<file path="src/rtl/gate_alu_pipe.sv">
// gate_alu_pipe: a single-stage pipelined bitwise ALU.
// A beat is accepted on a valid/ready handshake. Its result, together with the
// zero and all-ones flags, is registered one cycle later. A saturating counter
// tracks how many beats have been accepted.
module gate_alu_pipe #(
  parameter int WIDTH = 8,
  parameter int CNT_W = 16
) (
  input  logic             clk,
  input  logic             rst_n,
  input  logic             in_valid,
  output logic             in_ready,
  input  logic [WIDTH-1:0] a,
  input  logic [WIDTH-1:0] b,
  input  logic [2:0]       op,
  output logic             out_valid,
  input  logic             out_ready,
  output logic [WIDTH-1:0] y,
  output logic             y_zero,
  output logic             y_ones,
  output logic [CNT_W-1:0] op_count
);

  localparam logic [CNT_W-1:0] CNT_MAX = {CNT_W{1'b1}};
  localparam logic [CNT_W-1:0] CNT_ONE = {{(CNT_W-1){1'b0}}, 1'b1};

  logic             r_out_valid;
  logic [WIDTH-1:0] r_y;
  logic             r_y_zero;
  logic             r_y_ones;
  logic [CNT_W-1:0] r_count;

  logic             w_accept;
  logic [WIDTH-1:0] w_result;
  logic             w_zero;
  logic             w_ones;

  // The output register is free when it is empty, or when it is being drained this cycle.
  assign in_ready = !r_out_valid || out_ready;
  assign w_accept = in_valid && in_ready;

  // Every result bit has its own 8-way gate mux.
  // Operand b is unused by NOT A (op 6) and PASS A (op 7).
  generate
    for (genvar gi = 0; gi < WIDTH; gi++) begin : g_bit
      // Select the gate function for this bit.
      always_comb begin
        w_result[gi] = 1'b0;
        case (op)
          3'd0: w_result[gi] =   a[gi] & b[gi];
          3'd1: w_result[gi] =   a[gi] | b[gi];
          3'd2: w_result[gi] =   a[gi] ^ b[gi];
          3'd3: w_result[gi] = ~(a[gi] & b[gi]);
          3'd4: w_result[gi] = ~(a[gi] | b[gi]);
          3'd5: w_result[gi] = ~(a[gi] ^ b[gi]);
          3'd6: w_result[gi] = ~a[gi];
          3'd7: w_result[gi] =   a[gi];
          default: w_result[gi] = 1'b0;
        endcase
      end
    end
  endgenerate

  // Flags come from the new result, so they always match the y they are registered with.
  assign w_zero = (w_result == '0);
  assign w_ones = &w_result;

  // Result register: load on accept. Otherwise hold y and the flags; valid
  // drops only when the held result is consumed.
  always_ff @(posedge clk or negedge rst_n) begin
    if (!rst_n) begin
      r_out_valid <= 1'b0;
      r_y         <= '0;
      r_y_zero    <= 1'b1;
      r_y_ones    <= 1'b0;
    end else if (w_accept) begin
      r_out_valid <= 1'b1;
      r_y         <= w_result;
      r_y_zero    <= w_zero;
      r_y_ones    <= w_ones;
    end else if (r_out_valid && out_ready) begin
      r_out_valid <= 1'b0;
    end
  end

  // Accepted-beat counter, which saturates at its maximum instead of wrapping.
  always_ff @(posedge clk or negedge rst_n) begin
    if (!rst_n) begin
      r_count <= '0;
    end else if (w_accept && (r_count != CNT_MAX)) begin
      r_count <= r_count + CNT_ONE;
    end
  end

  assign out_valid = r_out_valid;
  assign y         = r_y;
  assign y_zero    = r_y_zero;
  assign y_ones    = r_y_ones;
  assign op_count  = r_count;

endmodule

</file>
<file path="config.mk">
export PLATFORM = sky130hd
export DESIGN_NAME = gate_alu_pipe
export DESIGN_NICKNAME = d
export VERILOG_FILES = /design/src/rtl/gate_alu_pipe.sv
export SDC_FILE = /design/constraint.sdc
export NUM_CORES = 1
export LEC_CHECK = 0
export ABC_CLOCK_PERIOD_IN_PS = 2350
export CORE_ASPECT_RATIO = 0.7
export CORE_MARGIN = 4
export CORE_UTILIZATION = 23
export DETAILED_ROUTE_END_ITERATION = 6
export GPL_ROUTABILITY_DRIVEN = 0
export GPL_TIMING_DRIVEN = 1
export PLACE_DENSITY = 0.43
export SLEW_MARGIN = 20
export SYNTH_ARGS = -nofsm -noshare
export SYNTH_HDL_FRONTEND = slang
export SYNTH_SLANG_ARGS = --single-unit
</file>
<file path="constraint.sdc">
create_clock -name clk -period 2.35 [get_ports clk]
set_input_delay 0.47 -clock clk [delete_from_list [all_inputs] [get_ports clk]]
set_output_delay 0.47 -clock clk [all_outputs]
set_load 0.05 [all_outputs]
</file>
== Word level (Yosys, flattened, before mapping) ==
Cells that the tools add are included.
Operators by class
  add/subtract/negate cells: 1
  equal/unequal tests: 8
  multiplexer cells: 10
  bitwise gates (word level): 56
  reduce and logical (&&, ||, !) cells: 9
Operators with widths (number)
  one-hot mux 1 bit (8 select lines): 8
  NOT 1 bit: 32
  adder 16 x 1 -> 16 bit (second input constant): 1
  != test 16 bit (second input constant): 1
  equality test 3 bit (second input constant): 4
  bitwise AND 1 bit: 8
  logical NOT 8 bit: 1
  bitwise OR 1 bit: 8
  AND reduction 8 bit: 1
  XOR 1 bit: 8
  equality test 3 x 2 -> 1 bit (second input constant): 2
  equality test 3 x 1 -> 1 bit (second input constant): 1
  logical AND 1 bit: 3
  logical NOT 3 bit: 1
  2-to-1 mux 1 bit: 2
  nonzero test 2 bit: 1
  logical NOT 1 bit: 1
  logical OR 1 bit: 1
Word-level totals
  register bits after elaboration: 27
  input bits: 23
  output and inout port bits: 28
  logic and storage cells: 89

== Longest topological paths before layout ==
  word-level depth: 4
  gate-level depth with buffers: 9

== Least setup slack after synthesis ==
Ideal clock, no wire load.
  path kind: reg-to-reg
  from: register r_out_valid, in the netlist out_valid
  to: register r_y[0], in the netlist y[0]
  setup time: 0.125 ns
  arrival time: 2.074 ns
  required time: 2.225 ns
  slack: 0.151 ns
  cell stages (with the launch flop): 5
  clock period less this slack: 2.199 ns
  cell sequence: dfrtp_1 -> nand2b_1 -> nand2_1 -> clkbuf_1 -> mux2_2
On the way
  longest elaborated chain between the ends: 3
RTL lines
  start: declaration: line 27  | logic r_out_valid;
  start signal: assignment: line 72  | r_out_valid <= 1'b0;
  start signal: assignment: line 77  | r_out_valid <= 1'b1;
  start signal: assignment: line 82  | r_out_valid <= 1'b0;
  logical NOT 1 bit: line 39  | assign in_ready = !r_out_valid || out_ready;
  logical OR 1 bit: line 39
  named net in_ready: line 12  | output logic in_ready,
  logical AND 1 bit: line 40  | assign w_accept = in_valid && in_ready;
  end signal: assignment: line 78  | r_y <= w_result;
  end: declaration: line 28  | logic [WIDTH-1:0] r_y;
The timed path passes the listed nets, and every way through them passes these cells.
A chain may end at the register's enable or synchronous reset.

== Worst setup path after layout ==
  from: input a[0]
  to: register r_y_zero, in the netlist y_zero
On the way
  longest elaborated chain between the ends: 4
  elaborated cells between the ends (all ways): 9
RTL lines
  start: declaration: line 13  | input logic [WIDTH-1:0] a,
  XOR 1 bit (tied with other cells): line 52, 55
  NOT 1 bit, on equally long branches: line 55, 53, 54
  one-hot mux 1 bit (8 select lines) *: line 49  | case (op)
  logical NOT 8 bit *: line 65  | assign w_zero = (w_result == '0);
  end signal: assignment: line 79  | r_y_zero <= w_zero;
  end: declaration: line 29  | logic r_y_zero;
Mark *: on every way between the ends. The rest lies on a longest branch, timed or not.

==> impl_metrics.tcl <==
set metrics [dict create \
    status "finished, final reports clean" \
    io_buffers 50 \
    synth_edf_count 0 \
    synth_top_family_by_area "simple AND/OR/NAND/NOR gates" \
    setup_viol 0 \
    synth_most_common_cell "dfrtp_1" \
    synth_compound_area_share_pct 14.3 \
    fp.dieH_um 87.4 \
    n_antenna_cell 0 \
    syn_area_sq_um 2070 \
    fin_skew_ns 0.00151 \
    ir_drop_v 0.000369 \
    grt_pass1_wl_um 9070 \
    whs_ns 0.493 \
    ys_top_cells_by_count "26 x dfrtp_1, 21 x inv_1, 17 x ha_1, 16 x nand2_1, 15 x xnor2_1" \
    drv_cap 0 \
    comb_power_share_pct 46.8 \
    ys_ff_latch 27 \
    setup_ws_ns 0.119 \
    die_w_um 121 \
    synthSimpleGateAreaFrac_pct 17.0 \
    min_period_over_period_pct 94.9 \
    syn_nets 259 \
    totalWireLength_um 5420 \
    min_path_type "flip-flop to flip-flop" \
    area_growth_pct 47.1 \
    drtAntennaViolNets 0 \
    numClockSinks 27 \
    coreArea_sq_um 8620 \
    path_delay_family "compound AO/OA/AOI/OAI gates" \
    dp_hpwl_um 4410 \
    ys_async_sr_fraction_pct 100 \
    crit_slowest_cell "clkdlybuf4s50_1" \
    tritoncts "done" \
    dp_slack_ns -0.137 \
    cp_cell_sequence "clkdlybuf4s50_1 > inv_1 > ha_1 > nand2b_1 > a311oi_1 > a21oi_1 > a21oi_1 > nor4_1 > a32o_1" \
    rows 28 \
    crit_fanout 3 \
    synth_fa_ha_area_share_pct 10.3 \
    ys_seq_area_share_pct 32.7 \
    fin_util_pct 35.3 \
    drc 0 \
    synth_cell_type_count 51 \
    p_clk_share_pct 20.5 \
    leakagePower_uw 0.00135 \
    max_freq_mhz 448 \
    fin_crit_ns 2.23 \
    worstMarginPinSlew_ns 0.551 \
    syn_inst 219 \
    layout-drive-gt1-share_pct 21.6 \
    synth-xor-area-share_pct 7.62 \
    initial_core_util_pct 24.0 \
    cts-root-buf "clkbuf_16" \
    syn_avg_cell_area_sq_um 9.45 \
    ys_warn_count 0 \
    fin_nets 342 \
    slew_violations 0 \
    yosys-mux-area-fraction_pct 10.2 \
    cp.required_ns 2.54 \
    synth_area_leaders "dfrtp_1 31%, ha_1 10%, xnor2_1 6.3%" \
    startpoint_type "input pin" \
    cp_num_buf_inv 2 \
    finalHoldViolCount 0 \
    cpPeakStageDelay_ns 0.48 \
    grt_usage_pct 10.4 \
    first_global_vias 1819 \
    io-pin-count 51 \
    antenna_found_initial 0 \
    switchingPower_uw 760 \
    gr-total-overflow 0 \
    clkTransAtPathRegs_ns 0.07 \
    synth_top_area_share_pct 31.4 \
    path_class "input pin to flip-flop" \
    cts_buffer_depth 2 \
    htree_levels 1 \
    drt_pre_antenna_iters 4 \
    switching_share_pct 39.8 \
    cp.arrival_ns 2.42 \
    insertion_delay_ns 0.26 \
    relSlewSlack_pct 63.2 \
    power_frac_seq_pct 32.8 \
    num_vias 1854 \
    grt_max_degree 28 \
    end_kind "flip-flop" \
    die-area_sq_um 10600 \
    cts-buffers-inserted 3 \
    p_int_uw 1150 \
    synth_ff_type "dfrtp_1" \
    wire_per_inst_um 12.9 \
    power_density_nw_per_um2 627 \
    drtIter0Drc 132 \
    crit_top_cell "a21oi_1" \
    yosysTopAreaCell "dfrtp_1" \
    viasPerCell 4.40 \
]
-- tightest hold or removal path: stages (launching register included) --
cell     delay, ns
dfrtp_1       0.35
nand2_1       0.05
o21ai_0       0.06
-- final cells by class --
class	count	area (sq um)
Clock buffer	3	75.1
Clock inverter	1	7.51
Fill cell	931	5570
Inverter	21	78.8
Multi-Input combinational cell	159	1230
Sequential cell	27	677
Tap cell	120	150
Timing Repair Buffer	90	823
-- logic make-up after synthesis --
logic type | count (synthesis)
flip-flops | 27
multiplexers | 18
AO/OA/AOI/OAI | 41
adder cells (fa/ha/maj) | 17
buffers and inverters | 33
XOR/XNOR | 18
AND/OR/NAND/NOR | 65
-- routing by layer --
metal  GRT usage (%)  part of all wire, %  vias to the layer above
met4           0.916                 0.46                        0
met2            15.7                   43                       21
met5               0                    0                        -
met1            15.9                   54                      890
li1                -                    -                      941
met3            1.75                  2.5                        2
-- final timing paths --
| check | from | to | slack [ns] | depth (start not counted) |
|---|---|---|---|---|
| setup / recovery | a[0] | y_zero$_DFFE_PN1P_ | 0.12 | 9 |
| hold / removal | y[7]$_DFFE_PN0P_ | y[7]$_DFFE_PN0P_ | 0.49 | 2 |
| setup reg to reg | op_count[6]$_DFFE_PN0P_ | op_count[14]$_DFFE_PN0P_ | 0.48 | 6 |
| hold reg to reg | y[7]$_DFFE_PN0P_ | y[7]$_DFFE_PN0P_ | 0.49 | 2 |
| max in group asynchronous | rst_n | y_zero$_DFFE_PN1P_ | 1.45 | 2 |
| min in group asynchronous | rst_n | op_count[11]$_DFFE_PN0P_ | 0.59 | 2 |
-- registers in the layout, summed over array words and instances, names as in the netlist --
signal     cells
y_ones         1
y              8
out_valid      1
op_count      16
y_zero         1
-- placed cells by master, fill, tap and decap left out, types with 3 or more instances in the layout --
master and instances:
and3_1 6, nor3_1 4, dfrtp_1 26, nand2_1 16
clkdlybuf4s50_1 49, nand4_1 6, buf_4 39, xnor2_1 15
nand2b_1 8, mux2_2 10, inv_1 21, o21ai_0 5
nor2_1 8, clkbuf_16 3, xor2_1 3, nand3_1 6
o22ai_1 3, a21oi_1 7, ha_1 17, mux2i_1 6
a31oi_1 3
-- power by group through the flow --
stage / Combinational (uW) / Sequential [uW] / Clock [uW]
floorplan: 264 / 912 / 0
global placement: 898 / 635 / 0
detailed placement: 900 / 635 / 0
CTS: 904 / 626 / 409
global route: 956 / 641 / 424
finish: 892 / 625 / 391
-- per-stage QoR --
stage               total power, uW  std cells  setup TNS, ns  area, sq um
detailed placement             1530        417         -0.389         2960
global placement               1530        417         -0.331         2960
finish                         1910        421              0         3040
floorplan                      1180        219              0         2070
global route                   2020        421       -0.00116         3040
CTS                            1940        421              0         3040
-- timing repair --
action	in CTS	in global routing
hold buffers	0	0
setup endpoints to repair	0	1
resized for setup	0	1
buffers inserted	0	0
Note: power is estimated with default switching activity, not from simulation.
==> RTL edit 1 (config.mk and constraints unchanged) <==
The parameter `WIDTH` goes from 8 to 12.
--- a/src/rtl/gate_alu_pipe.sv
+++ b/src/rtl/gate_alu_pipe.sv
@@ -4,5 +4,5 @@
 // tracks how many beats have been accepted.
 module gate_alu_pipe #(
-  parameter int WIDTH = 8,
+  parameter int WIDTH = 12,
   parameter int CNT_W = 16
 ) (
Ports: changed (resized a, b and y); port bits go from 51 to 63. No check against the original RTL was run, so the function may have changed too.
==> RTL edit 1 against the original RTL <==
- power increased by 33%
- cell count increased by 37%
- fmax decreased by 0.40%
- wire length increased by 44%
- sequential share of layout area decreased by 3.5 points
- critical path depth unchanged
- count of clock-buffer cells in the layout increased by 5
- setup slack got worse by 0.0089 ns
- via count increased by 42%
- design area increased by 36%
- combinational power increased by 28%
- sequential cell count increased by 4
- synthesized area increased by 29%
- critical endpoint unchanged
- largest cell class unchanged
- largest power group unchanged
==> RTL edit 1: results <==
[cells_and_area]
num-nets-final = 479
nFillCells = 1117
layout.cells.non_filler = 577

[status]
status = "completed"

[critical_path]
rr_endpoint = "op_count[15]$_DFFE_PN0P_"
reg2reg_from = "op_count[5]$_DFFE_PN0P_"
crit_start = "a[5]"
cp.arrival_ns = 2.44

[global_route]
grtUsageMet1_pct = 17.2
use_met2_pct = 17.8
grt_max_degree = 32
grt_pass1_wl_mm = 12.8
grt_pass1_vias = 2596

[hold_path]
hp-start = "y[8]$_DFFE_PN0P_"
min_to = "y[8]$_DFFE_PN0P_"

[drt]
drt_iter0_markers = 83
wl_met1_mm = 4.09
wl_per_cell_um = 13.5
vias = 2628

[timing]
worst_pin_slew_ns = 0.566

[yosys]
synthTopCellsByArea = "dfrtp_1 28%, ha_1 12%, nand2_1 6.1%, nand2b_1 4.0%, inv_1 3.9%"
synthCells = 312
syn-num-nets = 368
ys_seq_area_share_pct = 29.1
yosysUniqueCellTypes = 58

[power]
p_int_uw = 1550
peakVddDrop_uv = 321
p_leak_uw = 0.00192

[clocking]
htree_levels = 2

[place]
post-dp-hpwl_mm = 6.12
RTL edit 1: stage by stage:
| stage | util [%] | setup slack, ns | hold WS [ns] |
|---|---|---|---|
| 4_1_cts | 35.8 | 0.00560 | 0.479 |
| 2_1_floorplan | - | 0.200 | 0.174 |
| 3_5_place_dp | 34.3 | -0.327 | 0.466 |
| 5_1_grt | 37.1 | -0.00215 | 0.498 |
| 3_3_place_gp | 34.3 | -0.299 | 0.464 |
| 6_report | 37.1 | 0.110 | 0.473 |
RTL edit 1: power by group through the flow:
stage	Clock, uW	Combinational, uW	Sequential [uW]
CTS	692	1120	732
detailed placement	0	1110	740
global route	717	1230	748
floorplan	0	340	1050
finish	671	1140	731
global placement	0	1100	738
RTL edit 1: what timing repair did:
action | in CTS | in global routing
endpoints found under the setup margin | 2 | 2
hold buffers | 0 | 0
pin swaps | 3 | 13
gates cloned | 0 | 1
resized for setup | 2 | 27
RTL edit 1: final cells by class:
cell class / instances / area (um2) / share of cell area, %
multi-input combinational: 235 / 1800 / 43.4
timing repair buffer: 121 / 1110 / 26.8
sequential: 31 / 777 / 18.8
tap: 153 / 191 / 4.62
clock buffer: 8 / 156 / 3.78
inverter: 29 / 109 / 2.63
RTL edit 1: kinds of logic (layout without fill, tap and decap cells):
group                      after synthesis  count (layout)  synth area share [%]
and+or+nand+nor                        109             109                  20.6
AOI/OAI and AO/OA                       76              76                  21.0
buffers and inverters                   46             158                  7.97
DFF                                     31              31                  29.1
adders and majority gates               25              25                  11.7
xor gates and xnor gates                15              15                  4.93
muxes                                   10              10                  4.60
RTL edit 1: worst max-delay path, stage by stage:
cell             delay, ns
clkdlybuf4s50_1       0.48
inv_1                 0.06
ha_1                  0.31
o32ai_2               0.30
o22a_1                0.16
o32a_1                0.23
nor4_2                0.07
buf_4                 0.13
a32o_1                0.23
==> RTL edit 2 (same settings) <==
Without the edit above. Reset style: synchronous (`rst_n`), changed in 2 clocked blocks.
--- a/src/rtl/gate_alu_pipe.sv
+++ b/src/rtl/gate_alu_pipe.sv
@@ -68,5 +68,5 @@
   // Result register: load on accept. Otherwise hold y and the flags; valid
   // drops only when the held result is consumed.
-  always_ff @(posedge clk or negedge rst_n) begin
+  always_ff @(posedge clk) begin
     if (!rst_n) begin
       r_out_valid <= 1'b0;
@@ -85,5 +85,5 @@
 
   // Accepted-beat counter, which saturates at its maximum instead of wrapping.
-  always_ff @(posedge clk or negedge rst_n) begin
+  always_ff @(posedge clk) begin
     if (!rst_n) begin
       r_count <= '0;
Behaviour: differs if rst_n is asserted again (counterexample within 4 cycles, from zero or initial values and one cycle with rst_n low); with rst_n held inactive, the same outputs for 10 cycles.
==> RTL edit 2 against the original RTL <==
- design area grew 10%
- global-route usage grew 0.25 points
- setup slack lost 0.028 ns
- first-iteration DRC count shrank 35%
- synthesized area shrank 1.8%
- cell count grew 11%
- critical endpoint is now y_zero$_SDFFE_PN1P_
- worst hold slack lost 0.023 ns
- sequential cell count is the same
- non-clock buffer count grew 18
- register-to-register slack gained 0.07 ns
- power shrank 28%
- via count grew 7.8%
- wire length grew 6.8%
==> RTL edit 2: results <==
[global_route]
use_met2_pct = 16.1
grt_pass1_wl_mm = 9.18

[clocking]
postCtsSetupBuffers = 5
ctsResizeCount = 9

[hold_path]
hp-start = "y[1]$_SDFFE_PN0P_"
min_to = "y[1]$_SDFFE_PN0P_"

[drt]
drt_iter0_markers = 86
viasPerCell = 4.28
wl_mm = 5.79

[cells_and_area]
multi_input_area_share_pct = 43.2
drive_gt1_share_pct = 28.8
nFillCells = 862
inverters = 24
buf_share_pct = 31.1

[timing]
worst_pin_slew_ns = 0.512
holdWs_ns = 0.470

[yosys]
yosysUniqueCellTypes = 54
synthCells = 246
syn-num-nets = 286

[power]
p_sw_uw = 413

[place]
place_inst = 451

[critical_path]
crit_start = "b[6]"
cp-endpoint = "y_zero$_SDFFE_PN1P_"
rr_endpoint = "op_count[14]$_SDFFE_PN0P_"

[status]
status = "completed"
[RTL edit 2: cell count changes after synthesis, sizes merged, moves of 3 or more]
cell | unedited run | this run
mux2 | 11 | 2
nand2 | 16 | 19
xor2 | 3 | 10
nor2 | 8 | 27
xnor2 | 15 | 6
dfrtp | 26 | 0
a21oi | 7 | 12
dfxtp | 0 | 27
buf | 10 | 7
nand4 | 6 | 9
[RTL edit 2: worst reg2reg max path, delay by kind of cell (launching register included)]
kind | cells | cell delay [ns]
simple gates | 4 | 0.66
flops | 1 | 0.44
fa+ha+maj | 1 | 0.28
buf+inv | 1 | 0.17
xor+xnor | 1 | 0.14
[RTL edit 2: kinds of logic after synthesis]
logic type | count (synthesis) | synth area share, %
flip-flops | 27 | 26.6
adder cells (fa/ha/maj) | 17 | 10.5
AO/OA/AOI/OAI | 44 | 15.8
buffers and inverters | 35 | 8.25
XOR/XNOR | 16 | 6.89
AND/OR/NAND/NOR | 95 | 23.8
multiplexers | 12 | 8.25
